File: src/rtl/countdown_sched.sv
// rtl/countdown_sched.sv - two-requester round-robin sequencer for a shared W-bit down-counter
module countdown_sched #(
    parameter int W = 4
) (
    input  logic         clk,
    input  logic         rst,
    input  logic         en,
    input  logic [1:0]   req,
    input  logic [W-1:0] ld0,
    input  logic [W-1:0] ld1,
    output logic [1:0]   gnt,
    output logic [1:0]   done,
    output logic         busy,
    output logic [W-1:0] o
);

    localparam logic [1:0] S_IDLE  = 2'd0;
    localparam logic [1:0] S_COUNT = 2'd1;
    localparam logic [1:0] S_DONE  = 2'd2;

    localparam logic [W-1:0] CNT_ZERO = '0;
    localparam logic [W-1:0] CNT_ONE  = {{(W-1){1'b0}}, 1'b1};

    logic [1:0]   state_q, state_d;
    logic [W-1:0] cnt_q,   cnt_d;
    logic [1:0]   gnt_q,   gnt_d;
    logic [1:0]   done_q,  done_d;
    logic         busy_q,  busy_d;
    logic         last_q,  last_d;
    logic         own_q,   own_d;

    logic         pick_valid;
    logic         pick_idx;
    logic [W-1:0] pick_ld;

    function automatic logic [1:0] onehot(input logic idx);
        return idx ? 2'b10 : 2'b01;
    endfunction

    // Round-robin pick: a lone request wins outright, a tie goes to the requester not served last
    always_comb begin
        pick_valid = |req;
        pick_idx   = 1'b0;
        case (req)
            2'b01:   pick_idx = 1'b0;
            2'b10:   pick_idx = 1'b1;
            2'b11:   pick_idx = ~last_q;
            default: pick_idx = 1'b0;
        endcase
        pick_ld = pick_idx ? ld1 : ld0;
    end

    // Sequencer next-state: grant and load, count with abort priority, single-cycle completion
    always_comb begin
        state_d = state_q;
        cnt_d   = cnt_q;
        gnt_d   = gnt_q;
        done_d  = 2'b00;
        busy_d  = busy_q;
        last_d  = last_q;
        own_d   = own_q;
        case (state_q)
            S_IDLE: begin
                if (pick_valid) begin
                    state_d = S_COUNT;
                    own_d   = pick_idx;
                    last_d  = pick_idx;
                    gnt_d   = onehot(pick_idx);
                    cnt_d   = pick_ld;
                    busy_d  = 1'b1;
                end else begin
                    gnt_d  = 2'b00;
                    busy_d = 1'b0;
                end
            end
            S_COUNT: begin
                if (!req[own_q]) begin
                    // Owner withdrew: drop silently, no completion pulse
                    state_d = S_IDLE;
                    gnt_d   = 2'b00;
                    cnt_d   = CNT_ZERO;
                    busy_d  = 1'b0;
                end else if (cnt_q == CNT_ZERO) begin
                    state_d = S_DONE;
                    gnt_d   = 2'b00;
                    done_d  = onehot(own_q);
                    busy_d  = 1'b1;
                end else if (en) begin
                    cnt_d = cnt_q - CNT_ONE;
                end
            end
            S_DONE: begin
                state_d = S_IDLE;
                gnt_d   = 2'b00;
                busy_d  = 1'b0;
            end
            default: begin
                state_d = S_IDLE;
                gnt_d   = 2'b00;
                cnt_d   = CNT_ZERO;
                busy_d  = 1'b0;
            end
        endcase
    end

    // State and output registers; reset clears everything and favours requester 0 on the first tie
    always_ff @(posedge clk) begin
        if (rst) begin
            state_q <= S_IDLE;
            cnt_q   <= CNT_ZERO;
            gnt_q   <= 2'b00;
            done_q  <= 2'b00;
            busy_q  <= 1'b0;
            last_q  <= 1'b1;
            own_q   <= 1'b0;
        end else begin
            state_q <= state_d;
            cnt_q   <= cnt_d;
            gnt_q   <= gnt_d;
            done_q  <= done_d;
            busy_q  <= busy_d;
            last_q  <= last_d;
            own_q   <= own_d;
        end
    end

    assign gnt  = gnt_q;
    assign done = done_q;
    assign busy = busy_q;
    assign o    = cnt_q;

endmodule
File: config.mk
export PLATFORM = sky130hd
export DESIGN_NAME = countdown_sched
export DESIGN_NICKNAME = d
export VERILOG_FILES = /design/src/rtl/countdown_sched.sv
export SDC_FILE = /design/constraint.sdc
export NUM_CORES = 1
export LEC_CHECK = 0
export CAP_MARGIN = 20
export CORE_UTILIZATION = 30
export CTS_BUF_LIST = sky130_fd_sc_hd__clkbuf_8
export DETAILED_ROUTE_END_ITERATION = 8
export DONT_BUFFER_PORTS = 1
export HOLD_SLACK_MARGIN = 0.15
export PLACE_DENSITY_LB_ADDON = 0.12
export SLEW_MARGIN = 20
export SYNTH_ARGS = -nofsm -noshare
export SYNTH_HDL_FRONTEND = slang
export SYNTH_SLANG_ARGS = --single-unit
export TNS_END_PERCENT = 1
File: constraint.sdc
create_clock -name clk -period 2.5 [get_ports clk]
set_clock_uncertainty 0.2 [all_clocks]
set_input_delay 0.25 -clock clk [delete_from_list [all_inputs] [get_ports clk]]
set_output_delay 0.25 -clock clk [all_outputs]
set_load 0.01 [all_outputs]
# After elaboration in Yosys (flattened, before gate mapping)
# Index checks and enable logic that the tools add are counted.
# classes
order_cmp,1
multipliers,0
add_sub_neg,1
n_eq_ne,8
bitwise,5
div,0
n_reduce_logical,7
mux,23
shift,0
# op_table
cell,n
$mux 4,5
$mux 2,8
$pmux 4 s3,1
$ne 3x3->1 const B,3
$pmux 2 s2,2
$eq 2x2->1 const B,3
$mux 1,5
$not 1->1,5
$logic_not 4->1,1
$pmux 1 s2,2
$reduce_and 2->1,2
$reduce_and 4->1,1
$reduce_or 4->1,1
$sub 4x1->4 const B,1
$eq 2x1->1 const B,1
$logic_not 2->1,1
$lt 1x2->1 const B,1
$ne 2x2->1 const B,1
$reduce_or 2->1,1
# word_totals
mem_count,0
latch_bits,0
romBits,0
mem_bits_rw,0
elab_cells,52
out_inout_bits,9
regBits,13

# Longest topological paths before layout
# Gate-level depths: netlist of run 1.
# logic_depth
depth_word,5
ltp_mapped,7

# Worst setup path before layout of run 1
# OpenSTA, ideal clock, no wires.
# synth_timing
kind,register to register
from,register cnt_q[0] (netlist: o[0])
to,register cnt_q[2] (netlist: o[2])
t_arrival_ns,1.596
setup_slack_ns,0.574
stages_incl_launch_ff,8
path_buffers,1
cell_sequence,dfxtp_1 inv_1 ha_1 or3b_1 buf_6 a211o_1 nand2_2 o221ai_2
# synth_via
elab_chain_cells,5
word_cells_on_any_way,8
# synth_lines
item,line_no,rtl
start: declaration,25,"logic [W-1:0] cnt_q, cnt_d;"
start signal: assignment,118,cnt_q <= cnt_d;
$sub 4x1->4,89,cnt_d = cnt_q - CNT_ONE;
$mux 4,88,end else if (en) begin
$mux 4,83,end else if (cnt_q == CNT_ZERO) begin
$mux 4,77,if (!req[own_q]) begin
$pmux 4 s3,62,case (state_q)
# Parallel ways exist; a longest one is shown, timed or not. The select of a mux whose other input is x is not followed.
# A chain may end at the register's enable or synchronous reset.

# Worst setup path in the final report of run 1
# Ends and elaborated chain as after synthesis.

==> results.md, run 1 <==
- Yosys mapped the design onto 35 distinct sky130hd cell types.
- The count of endpoints failing hold in the final timing report is 0.
- The largest individual stage delay along the critical path comes from the cell or3b_1.
- Setup violations remaining at the end of the flow were counted as 0.
- The detailed placer's ending HPWL is 1140 µm.
- The number of inserted filler cells in the final layout is 214.
- The detail route stage leaves a number of antenna-violating nets equal to 0.
- The maximum fanout count along the critical path is 8.
- The global route total overflow is 0.
- After detailed placement, the total cell area comes to 704 µm².
- Counting the buffers created by CTS gives 3.
- Summed over all layers, the routed wires come to 1550 µm.
- During I/O placement, the number of pins put on the boundary was 22.
- For this run, the total global-route usage over all layers was measured as 13.7%.
- The number of nets produced by synthesis is 89.
- The top cell type's share of synthesized area is 37.9%.
- Data on the critical path is required at its endpoint by 2420 ps.
- At the pin with the least slew margin, the transition time is 584 ps.
- The length of the first detailed-routing pass in iterations is 4.
- At the placement stage, the worst setup path has a slack of 426 ps.
- The startpoint identified for the worst register-to-register timing path is o[0].
- The areal power density over the cells is 736 mW/mm².
- The run finished with clean final reports.
- Once placement completed, the tool counted placed cells totaling 99.
- The worst hold-check path type is in -> reg.
- The sum of negative setup slack is 0 ps.
- The cell area after layout is 779 µm².
- Counting instances in the post-synthesis netlist gives the leading cell types as 13 x dfxtp_1, 5 x inv_1, 5 x nand2_1, 5 x nor2_1, 4 x a21oi_1.
- In this run the horizontal extent of the chip is 49.9 µm.
- The final cell count without fillers is 106.
- The cell chosen for the clock root is clkbuf_8.
- The maximum resistive drop on vdd is 0.000270 V.
- The static leakage power is 0.279 nW.
- The growth of design area from synthesis to finish is 13.5%.
- Walking the worst path, the cells encountered are inv_1 > ha_1 > or3b_1 > a211o_1 > nand2_2 > o221ai_2.
- The critical path launch point type is a register.
- The post-synthesis cell area is 687 µm².
- STA classifies the critical path endpoint as a register.
- The share of flip-flops with an asynchronous set or reset after synthesis is 0%.
- The CTS clock-pin slew for the worst setup and hold paths is 60 ps.
- Once the floorplan was initialized, standard cells occupied 33.3% of the core.
- Once routing completed, OpenROAD measured the worst setup slack at 408 ps.
- The max-capacitance violation count is 0.
- The critical path arrival is 2010 ps.
- The flip-flop and latch count after synthesis is 13.
- The startpoint of the tightest hold check path is req[0].
- The number of global-route vias before repair is 541.
- Counting I/O delays and the setup requirement, the final critical path takes 2090 ps.
- Counting along the longest clock path gives a buffer depth of 2.
- The post-synthesis area per instance is 9.28 µm².
- The smallest hold slack is 149 ps.
- The global-route wire length before repair is 2550 µm.
- The number of antenna diodes in the final layout is 0.
- The clock drives 13 sinks.
- The remaining design rule violation count is 0.
- The floorplan step set the die height to 49.9 µm.
- The worst reg-to-reg setup slack is 410 ps.
- The post-route netlist has 17.7% of its cells at a drive strength greater than 1.
- In the routed layout, each cell is associated on average with a via count of 5.56.
- The maximum clock rate is 478 MHz.
- At the end of routability-driven placement, the weighted congestion stood at 0.742.
- The area inside the core boundary is 0.00206 mm².
- Summing the sequential cell areas from Yosys gives 37.9% of the chip area.
- The die covers 0.00249 mm².
- Yosys instantiated no cell more often than dfxtp_1.
- The critical path start-end classification is reg -> reg.
- The cell count after synthesis came out at 74.
- The count of vias placed by the detailed router is 589.
- Broken down by cell family, the worst path's largest delay share belongs to simple AND/OR/NAND/NOR gates.
- The clock tree from TritonCTS is yes.
- The maximum cell stage delay along the critical path is 490 ps.
- Buffers placed on the I/O ports in this run total 0.
- The commonest register cell after synthesis is dfxtp_1.
- The largest net degree at the start of global routing is 11.
- For the worst-skew pair, the clock arrives at the later sink with an insertion delay of 240 ps.
- For this block, the initial DRC count from the detailed router was 8.
- After the last flow step, the layout net total stands at 95.
- CTS built an H-tree with a depth of 1.
- Setup repair after global routing left no endpoint under its margin.
- The remaining max-slew budget at the tightest pin is 60.9%.
- The synthesis warning total is 0.
- Once the clock tree was built, the setup fixing pass inserted 0 buffers.
- The count of buffer and inverter cells on the critical path is 1.
- The cell type contributing the most total cell area after synthesis is dfxtp_1.
- By area the synthesized netlist is led by dfxtp_1 38%, mux2_2 4.9%, o221ai_2 4.4%.
- In this run, synthesis inferred 0 flip-flops with an integrated enable.
- Dividing the final minimum period by the clock period gives 83.7%.
- The initial antenna violation count came to 0.
- The worst setup path startpoint is o[0].
- The max-slew violation count came to 0.
- In the final routed layout, each cell accounts on average for 14.6 µm.
- After floorplanning, the core was divided into 16 placement rows.
## flip-flops by register name (all words and copies together) (netlist names)
signal   count
o            4
own_q        1
state_q      2
busy         1
gnt          2
done         2
last_q       1
## worst reg2reg max path: cells and delay by family, from the launching register on
kind / cells / cell delay (ps)
AOI/OAI and AO/OA: 2 / 490
adders and majority gates: 1 / 170
buffers and inverters: 1 / 160
DFF: 1 / 350
and+or+nand+nor: 2 / 610
## report_power, final
group	switching (mW)	internal [mW]	total (mW)
registers	0.0256	0.229	0.254
logic	0.0806	0.0564	0.137
clock network	0.0739	0.108	0.182
total	0.180	0.393	0.574
## cell families (layout without fill, tap and decap cells)
| kind of cell | count (synthesis) | after routing | synth area share [%] |
|---|---|---|---|
| AOI/OAI and AO/OA | 22 | 22 | 26.4 |
| adders and majority gates | 2 | 2 | 3.64 |
| buffers and inverters | 7 | 12 | 5.10 |
| DFF | 13 | 13 | 37.9 |
| muxes | 5 | 5 | 7.83 |
| and+or+nand+nor | 25 | 25 | 19.1 |
## area by class of cell
| type | instances | area (µm²) | area share, % |
|---|---|---|---|
| Clock buffer | 3 | 41.3 | 5.30 |
| Clock inverter | 1 | 3.75 | 0.482 |
| Inverter | 5 | 18.8 | 2.41 |
| Multi-Input combinational cell | 54 | 392 | 50.2 |
| Sequential cell | 13 | 260 | 33.4 |
| Tap cell | 27 | 33.8 | 4.33 |
| Timing Repair Buffer | 3 | 30.0 | 3.85 |
## worst paths after layout
check | end | depth (start not counted)
worst min-delay path | state_q[0] | 2
worst max register to register | o[2] | 6
worst min register to register | done[0] | 1
worst max-delay path | o[2] | 6
## stage by stage
| step | total power [mW] | utilization (%) |
|---|---|---|
| after floorplan | 0.373 | - |
| after global placement | 0.392 | 34.2 |
| after detailed placement | 0.387 | 34.2 |
| after CTS | 0.579 | 37.8 |
| after global routing | 0.614 | 37.8 |
| final | 0.574 | 37.8 |
## routing by layer
| layer | vias up | global-route usage, % | routed length [µm] |
|---|---|---|---|
| li1 | 287 | - | - |
| met1 | 276 | 20.3 | 761 |
| met2 | 24 | 18.9 | 676 |
| met3 | 2 | 2.47 | 98 |
| met4 | 0 | 5.71 | 14 |
| met5 | - | 0 | 0 |
## repair_timing
| action | 4_1_cts | 5_1_grt |
|---|---|---|
| hold buffers | 3 | 0 |
| hold endpoints to repair | 13 | 0 |
| resized for setup | 0 | 0 |
## cells in the final DEF (no fill, tap or decap)
cell type / netlist / final
or2b_1: 1 / 1
and2_1: 1 / 1
a211oi_2: 1 / 1
a221o_1: 1 / 1
nor2_1: 5 / 5
nand2_2: 1 / 1
a21boi_2: 1 / 1
mux2_2: 3 / 3
o21a_1: 1 / 1
or2_2: 2 / 2
a21oi_1: 4 / 4
ha_1: 2 / 2
clkbuf_8: 0 / 3
a32oi_1: 1 / 1
a22oi_1: 2 / 2
o21bai_2: 1 / 1
a211oi_1: 1 / 1
inv_1: 5 / 6
o22a_1: 1 / 1
nand2b_1: 1 / 1
nor4_1: 2 / 2
nand3_1: 1 / 1
o221ai_2: 2 / 2
nand4_1: 2 / 2
dfxtp_1: 13 / 13
nand2_1: 5 / 5
a31oi_1: 2 / 2
or3b_1: 1 / 1
dlygate4sd3_1: 0 / 3
o22ai_1: 2 / 2
nor2b_1: 1 / 1
nor3_1: 2 / 2
mux2i_1: 2 / 2
o21ai_0: 1 / 1
a211o_1: 1 / 1
No activity file was read; power rests on OpenSTA's default activity.
==> run 2, diff against run 1 <==
clock period = 1.8 ns   (was 2.5 ns; I/O delays follow)
==> run 2 against run 1 <==
Against the previous run: clock power is 42% higher; sequential cell count stayed put; total power is 54% higher; largest cell class unchanged; highest routed layer is now met3.
==> results.md, run 2 (synthesized netlist as in run 1, its figures left out) <==
- The run finished with clean final reports.
- TritonCTS built the clock tree.
- The most utilized layer in the global route result is met2.
- For this design, the sink count on the clock tree is 13.
- The total placed cells including tap cells is 109.
- The kind of end point of the critical path is a register.
- The repair_antennas step left the layout with diodes totalling 0.
- The worst hold path belongs to the class in -> reg.
- The post-route clock period utilization is 97.1%.
- The final cell utilization of the core is 47.0%.
- The internal portion of the total power is 0.612 mW.
- The data required time at the worst endpoint is 1720 ps.
- The cell chosen for the clock root is clkbuf_8.
- The max-slew violation count came to 0.
- The number of input and output port buffers inserted is 0.
- In the final layout, flip-flops and latches occupy 263 µm².
- From synthesis to final layout, the design area changed by 41.0%.
- The net load switching power is 0.269 mW.
- The max-capacitance violation count is 0.
- The worst-case clock buffer depth is 2.
- The initial standard-cell utilization of the core is 33.3%.
- The count of endpoints failing hold in the final timing report is 0.
- The critical path launch point type is a register.
- The proportion of layout cells with a drive suffix above 1 is 30.3%.
- The setup slack at placement is 40.5 ps.
- The finished layout holds 126 standard cells, fillers aside.
- The share of total power dissipated in the clock network is 29.4%.
- The area inside the core boundary is 0.00206 mm².
- On the final layout, the worst hold slack is 160 ps.
- Leaving out fill and tap cells, the most frequent cell in the layout is dlygate4sd3_1.
- After the first detailed-routing iteration, the DRC count stood at 14.
- The critical path starts at o[0].
- In this run switching power makes up 30.6% of total power.
- The initial antenna violation count is 0.
- The per-cell via count in the routed design is 5.18.
- Subtracting the final worst setup slack from the clock period gives 1750 ps.
- The worst setup path is of the reg -> reg kind.
- The count of vias placed by the detailed router is 653.
- In this run, CTS created clock tree buffers numbering 3.
- The maximum clock rate is 572 MHz.
- After clock tree synthesis, the setup repair step added 0 buffers.
- Data on the critical path arrives at its endpoint at 1670 ps.
- The maximum resistive drop on vdd is 0.000389 V.
- The total power of the final layout is 0.881 mW.
- Combinational logic burns 31.8% of the power.
- The die height is 49.9 µm.
- The remaining max-slew budget at the tightest pin is 60.0%.
- In this run the horizontal extent of the chip is 49.9 µm.
- In this run the remaining antenna-violating nets after routing total 0.
- In this run the static leakage power is 0.372 nW.
- The number of global-route vias before repair came to 614.
- The final layout contains 115 nets.
- The maximum fanout count along the critical path is 4.
- The global-route wire length before repair is 2740 µm.
- 22 I/O pins were placed.
- After floorplanning, the core was divided into 16 placement rows.
- The met2 layer usage reported by global route is 23.9%.
- At the end of routability-driven placement, the weighted congestion stood at 0.746.
- In this run the critical register-to-register path is launched from o[0].
- The clock latency at the later pin of the worst-skew pair is 240 ps.
- The global route total overflow is 0.
- The multi-input combinational cells in the finished layout cover a total of 399 µm².
- Entering global routing, the biggest net connects 11 pins.
- Global routing consumed, on the met3 layer, 4.94% of the routing resources.
- At the pin with the least slew margin, the transition time is 598 ps.
- The length of the first detailed-routing pass in iterations is 4.
- In the layout the commonest cells are 13 x dlygate4sd3_1, 11 x dfxtp_1, 9 x buf_4.
- The startpoint of the tightest hold check path is en.
- The number of setup violations in the final report is 0.
- In this run the power density over the cells is 910 mW/mm².
- The power share of the sequential group is 38.9%.
- For met1 alone, demand over resource in global routing was 19.4%.
- The floorplan step defined a die boundary enclosing 0.00249 mm².
- The total length of routed wires is 1720 µm.
- After legalization and detailed placement, the total HPWL measured 1210 µm.
- The post-layout worst setup margin is 53.0 ps.
- The layout has 208 filler cells.
- The CTS clock-pin slew for the worst setup and hold paths is 60 ps.
- In this run the number of H-tree levels came out at 1.
- The remaining design rule violation count is 0.
- In the global route stage, overall resource usage came out at 15.1%.
- Setup repair after global routing could not meet its margin everywhere.
- The register with the most flip-flops in the layout has 4 of them.
- In the final routed layout, each cell accounts on average for 13.7 µm.
==> run 2: cell count changes in the layout (fill, tap and decap cells not counted), sizes merged <==
| cell | change |
|---|---|
| buf | +10 |
| dlygate4sd3 | +10 |
==> run 2: per-layer routing <==
layer	wire length [µm]	up-vias
li1	-	326
met1	852	306
met2	778	21
met3	93	0
met4	0	0
met5	0	-
==> run 2: worst max-delay path: stages, from the launching register on <==
cell,delay (ps)
dfxtp_2,320
inv_2,50
ha_1,120
or3b_4,390
a211o_1,310
nand2_2,120
o221ai_2,110
==> run 2: power by group through the flow <==
| stage | Combinational [mW] | Clock, mW | Sequential, mW |
|---|---|---|---|
| after floorplan | 0.166 | 0 | 0.355 |
| after global placement | 0.247 | 0 | 0.348 |
| after detailed placement | 0.243 | 0 | 0.348 |
| after CTS | 0.270 | 0.268 | 0.342 |
| after global routing | 0.306 | 0.286 | 0.346 |
| final | 0.280 | 0.259 | 0.342 |
==> run 2: per-stage QoR <==
stage	TNS [ps]	cell area, µm²
detailed placement	0	782
global route	-16.3	968
CTS	0	957
floorplan	-41.6	689
global placement	0	782
finish	0	968
==> run 2: worst paths after layout <==
| check | end | slack, ps | cells past startpoint |
|---|---|---|---|
| setup / recovery | o[2] | 50 | 6 |
| hold / removal | o[1] | 160 | 3 |
| setup reg to reg | o[2] | 50 | 6 |
| hold reg to reg | done[0] | 290 | 1 |
==> run 2: area by class of cell <==
type / instances / share of cell area (%)
Multi-Input combinational cell: 54 / 41.2
Clock inverter: 1 / 0.388
Timing Repair Buffer: 23 / 21.6
Clock buffer: 3 / 4.26
Sequential cell: 13 / 27.1
Tap cell: 27 / 3.49
Inverter: 5 / 1.94
==> run 2: what timing repair did <==
item,4_1_cts,5_1_grt
hold buffers,13,0
gates resized for setup,0,3
endpoints found under the hold margin,13,0
setup endpoints to repair,0,6
==> run 3, diff against run 2 <==
RECOVER_POWER = 100   (was default)
==> run 3 against run 2 <==
Against the previous run: register-to-register slack about the same; clock power about the same; via count fell by 0.15%; critical path depth unchanged; final cell count stayed put; sequential power about the same; combinational power decreased by 3%; sequential cell count unchanged; critical path type unchanged.
==> results.md, run 3 (synthesized netlist as in run 1, its figures left out) <==
- The per-cell via count in the routed design is 5.17.
- The run finished with clean final reports.
- The count of vias placed by the detailed router is 652.
- Clock tree synthesis selected as its root buffer the cell clkbuf_8.
- The maximum resistive drop on vdd is 0.000387 V.
- Summing all multi-input logic gate instances after layout gives 399 µm².
- The final layout contains routed wiring with a total length of 1720 µm.
- The register with the most flip-flops in the layout has 4 of them.
- The area inside the core boundary is 0.00206 mm².
- The minimum clock period is 1750 ps.
- At the worst endpoint, the required time is 1720 ps.
- Static timing analysis puts the maximum clock frequency at 572 MHz.
- In this run the remaining antenna-violating nets after routing total 0.
- The static leakage power is 0.362 nW.
- The proportion of layout cells with a drive suffix above 1 is 27.3%.
- In this run the power spent charging and discharging nets is 0.269 mW.
- The repair_antennas step left the layout with diodes totalling 0.
- The portion of total power attributed to the clock network is 29.7%.
- After detailed routing, the number of remaining DRC violations is 0.
- The die height is 49.9 µm.
- At the end of the flow, the number of nets in the layout was 115.
- During I/O placement, the number of pins put on the boundary was 22.
- The clock latency at the later pin of the worst-skew pair is 240 ps.
- Entering global routing, the biggest net connects 11 pins.
- Clock-pin slew was measured on the worst setup and hold paths at 60 ps.
- The initial standard-cell utilization of the core is 33.3%.
- The cell internal power dissipation is 0.604 mW.
- The top cell types in the final layout, fill and taps aside, are 13 x dlygate4sd3_1, 12 x dfxtp_1, 8 x buf_4.
- The initial antenna violation count is 0.
- The footprint of the flip-flops and latches is 262 µm².
- The worst hold-check path type is in -> reg.
- The remaining max-slew budget at the tightest pin is 60.4%.
- The library cell used most frequently in the layout, excluding fill and tap cells, is dlygate4sd3_1.
- The clock tree from TritonCTS is yes.
- The transition time of the tightest slew-check pin is 592 ps.
- Setup repair after global routing could not meet its margin everywhere.
- Counting the buffers created by CTS gives 3.
- The worst-case clock buffer depth is 2.
- Setup violations remaining at the end of the flow were counted as 0.
- The row count is 16.
- For this run, global-route usage on met1 was measured as 19.4%.
- The most utilized layer in the global route result is met2.
- The floorplan step defined a die boundary enclosing 0.00249 mm².
- The number of setup buffers added after CTS is 0.
- The critical path launch point type is a register.
- Per report_power, the combinational group accounts for 31.2% of the total.
- The critical path arrival is 1670 ps.
- The number of placed instances, taps included, is 109.
- For this block, the initial DRC count from the detailed router was 14.
- The kind of end point of the critical path is a register.
- The overall die width is 49.9 µm.
- Along the worst path, the maximum fanout reaches 4.
- The first global-routing pass estimated 2740 µm of wire.
- Timing analysis after detailed placement gives a worst setup slack of 40.5 ps.
- The slowest stage of the critical path is the or3b_4 cell.
- The total number of H-tree levels is 1.
- In this run switching power makes up 30.8% of total power.
- In the post-route analysis, the smallest setup slack over all paths is 52.7 ps.
- The aggregate global-route resource usage is 15.1%.
- After detailed routing, the average wire length per cell comes to 13.7 µm.
- The areal power density over the cells is 913 mW/mm².
- CTS saw 13 sinks.
- Compared with the post-synthesis result, the final layout area differs by 39.2%.
- The critical path start-end classification is reg -> reg.
- Of the available clock period, the critical path in the final layout requires 97.1%.
- The cell class contributing the biggest share of worst-path delay is simple AND/OR/NAND/NOR gates.
- Buffers placed on the I/O ports in this run total 0.
- Total power for the finished layout comes to 0.873 mW.
- Once detailed placement completed, the half-perimeter wirelength came to 1210 µm.
- The count of buffer and inverter cells on the critical path is 1.
- The final cell count without fillers is 126.
- Walking the worst path, the cells encountered are inv_2 > ha_1 > or3b_4 > a211o_1 > nand2_2 > o221ai_2.
- In this design, the stage delay of the slowest critical-path cell is 390 ps.
- The count of endpoints failing hold in the final timing report was 0.
- The first TritonRoute pass finished after 4 iterations.
- Fill cells in the final layout number 210.
- Max-cap violations in this run came to 0.
- For met3 alone, demand over resource in global routing was 4.94%.
- The number of global-route vias before repair is 614.
- The placer's final routability congestion estimate is 0.746.
- The max-slew violation count came to 0.
- Global routing used 23.9% of the available met2 tracks.
- The total overflow left after global routing is 0.
- The power share of the sequential group is 39.1%.
## run 3: changes by cell type in the layout (fill, tap and decap cells not counted)
| cell | before | now |
|---|---|---|
| buf_4 | 9 | 8 |
| buf_6 | 1 | 0 |
| and2_0 | 0 | 1 |
| and2_1 | 1 | 0 |
| clkbuf_1 | 0 | 2 |
| dfxtp_1 | 11 | 12 |
| dfxtp_2 | 2 | 1 |
## run 3: through the flow
step	hold WS, ps	utilization (%)	TNS (ps)	area, µm²
2_1_floorplan	169	-	-41.6	689
3_3_place_gp	50.6	37.9	0	782
3_5_place_dp	52.6	37.9	0	782
4_1_cts	157	46.4	0	957
5_1_grt	182	46.4	-39.3	956
6_report	165	46.4	0	956
## run 3: what timing repair did
action                                 4_1_cts  5_1_grt
resized for setup                            0        3
setup endpoints to repair                    0        6
hold buffers                                13        0
endpoints found under the hold margin       13        0
## run 3: final cells by class
class | count | share of cell area, %
sequential | 13 | 27.4
timing repair buffer | 23 | 20.7
clock buffer | 3 | 4.32
inverter | 5 | 1.96
multi-input combinational | 54 | 41.8
tap | 27 | 3.53
clock inverter | 1 | 0.393
## run 3: worst reg2reg max path: stages, from the launching register on
cell      delay [ps]
dfxtp_2          320
inv_2             50
ha_1             120
or3b_4           390
a211o_1          310
nand2_2          120
o221ai_2         110
## run 3: power groups by stage
stage	clock network, mW	logic [mW]	registers, mW
after floorplan	0	0.166	0.355
after global placement	0	0.247	0.348
after detailed placement	0	0.243	0.348
after CTS	0.268	0.270	0.342
after global routing	0.286	0.299	0.345
final	0.259	0.272	0.342
## run 3: per-layer routing
| metal | part of all wire [%] | wire (µm) | up-vias |
|---|---|---|---|
| met2 | 45 | 773 | 21 |
| met3 | 5.4 | 93 | 0 |
| met1 | 50 | 853 | 306 |
| met4 | 0 | 0 | 0 |
| li1 | - | - | 325 |
| met5 | 0 | 0 | - |
## run 3: worst paths after layout
check	start	endpoint	slack (ps)	depth (start not counted)
max reg2reg	o[0]	o[2]	50	6
min reg2reg	own_q	done[0]	290	1
max	o[0]	o[2]	50	6
min	en	o[0]	170	3
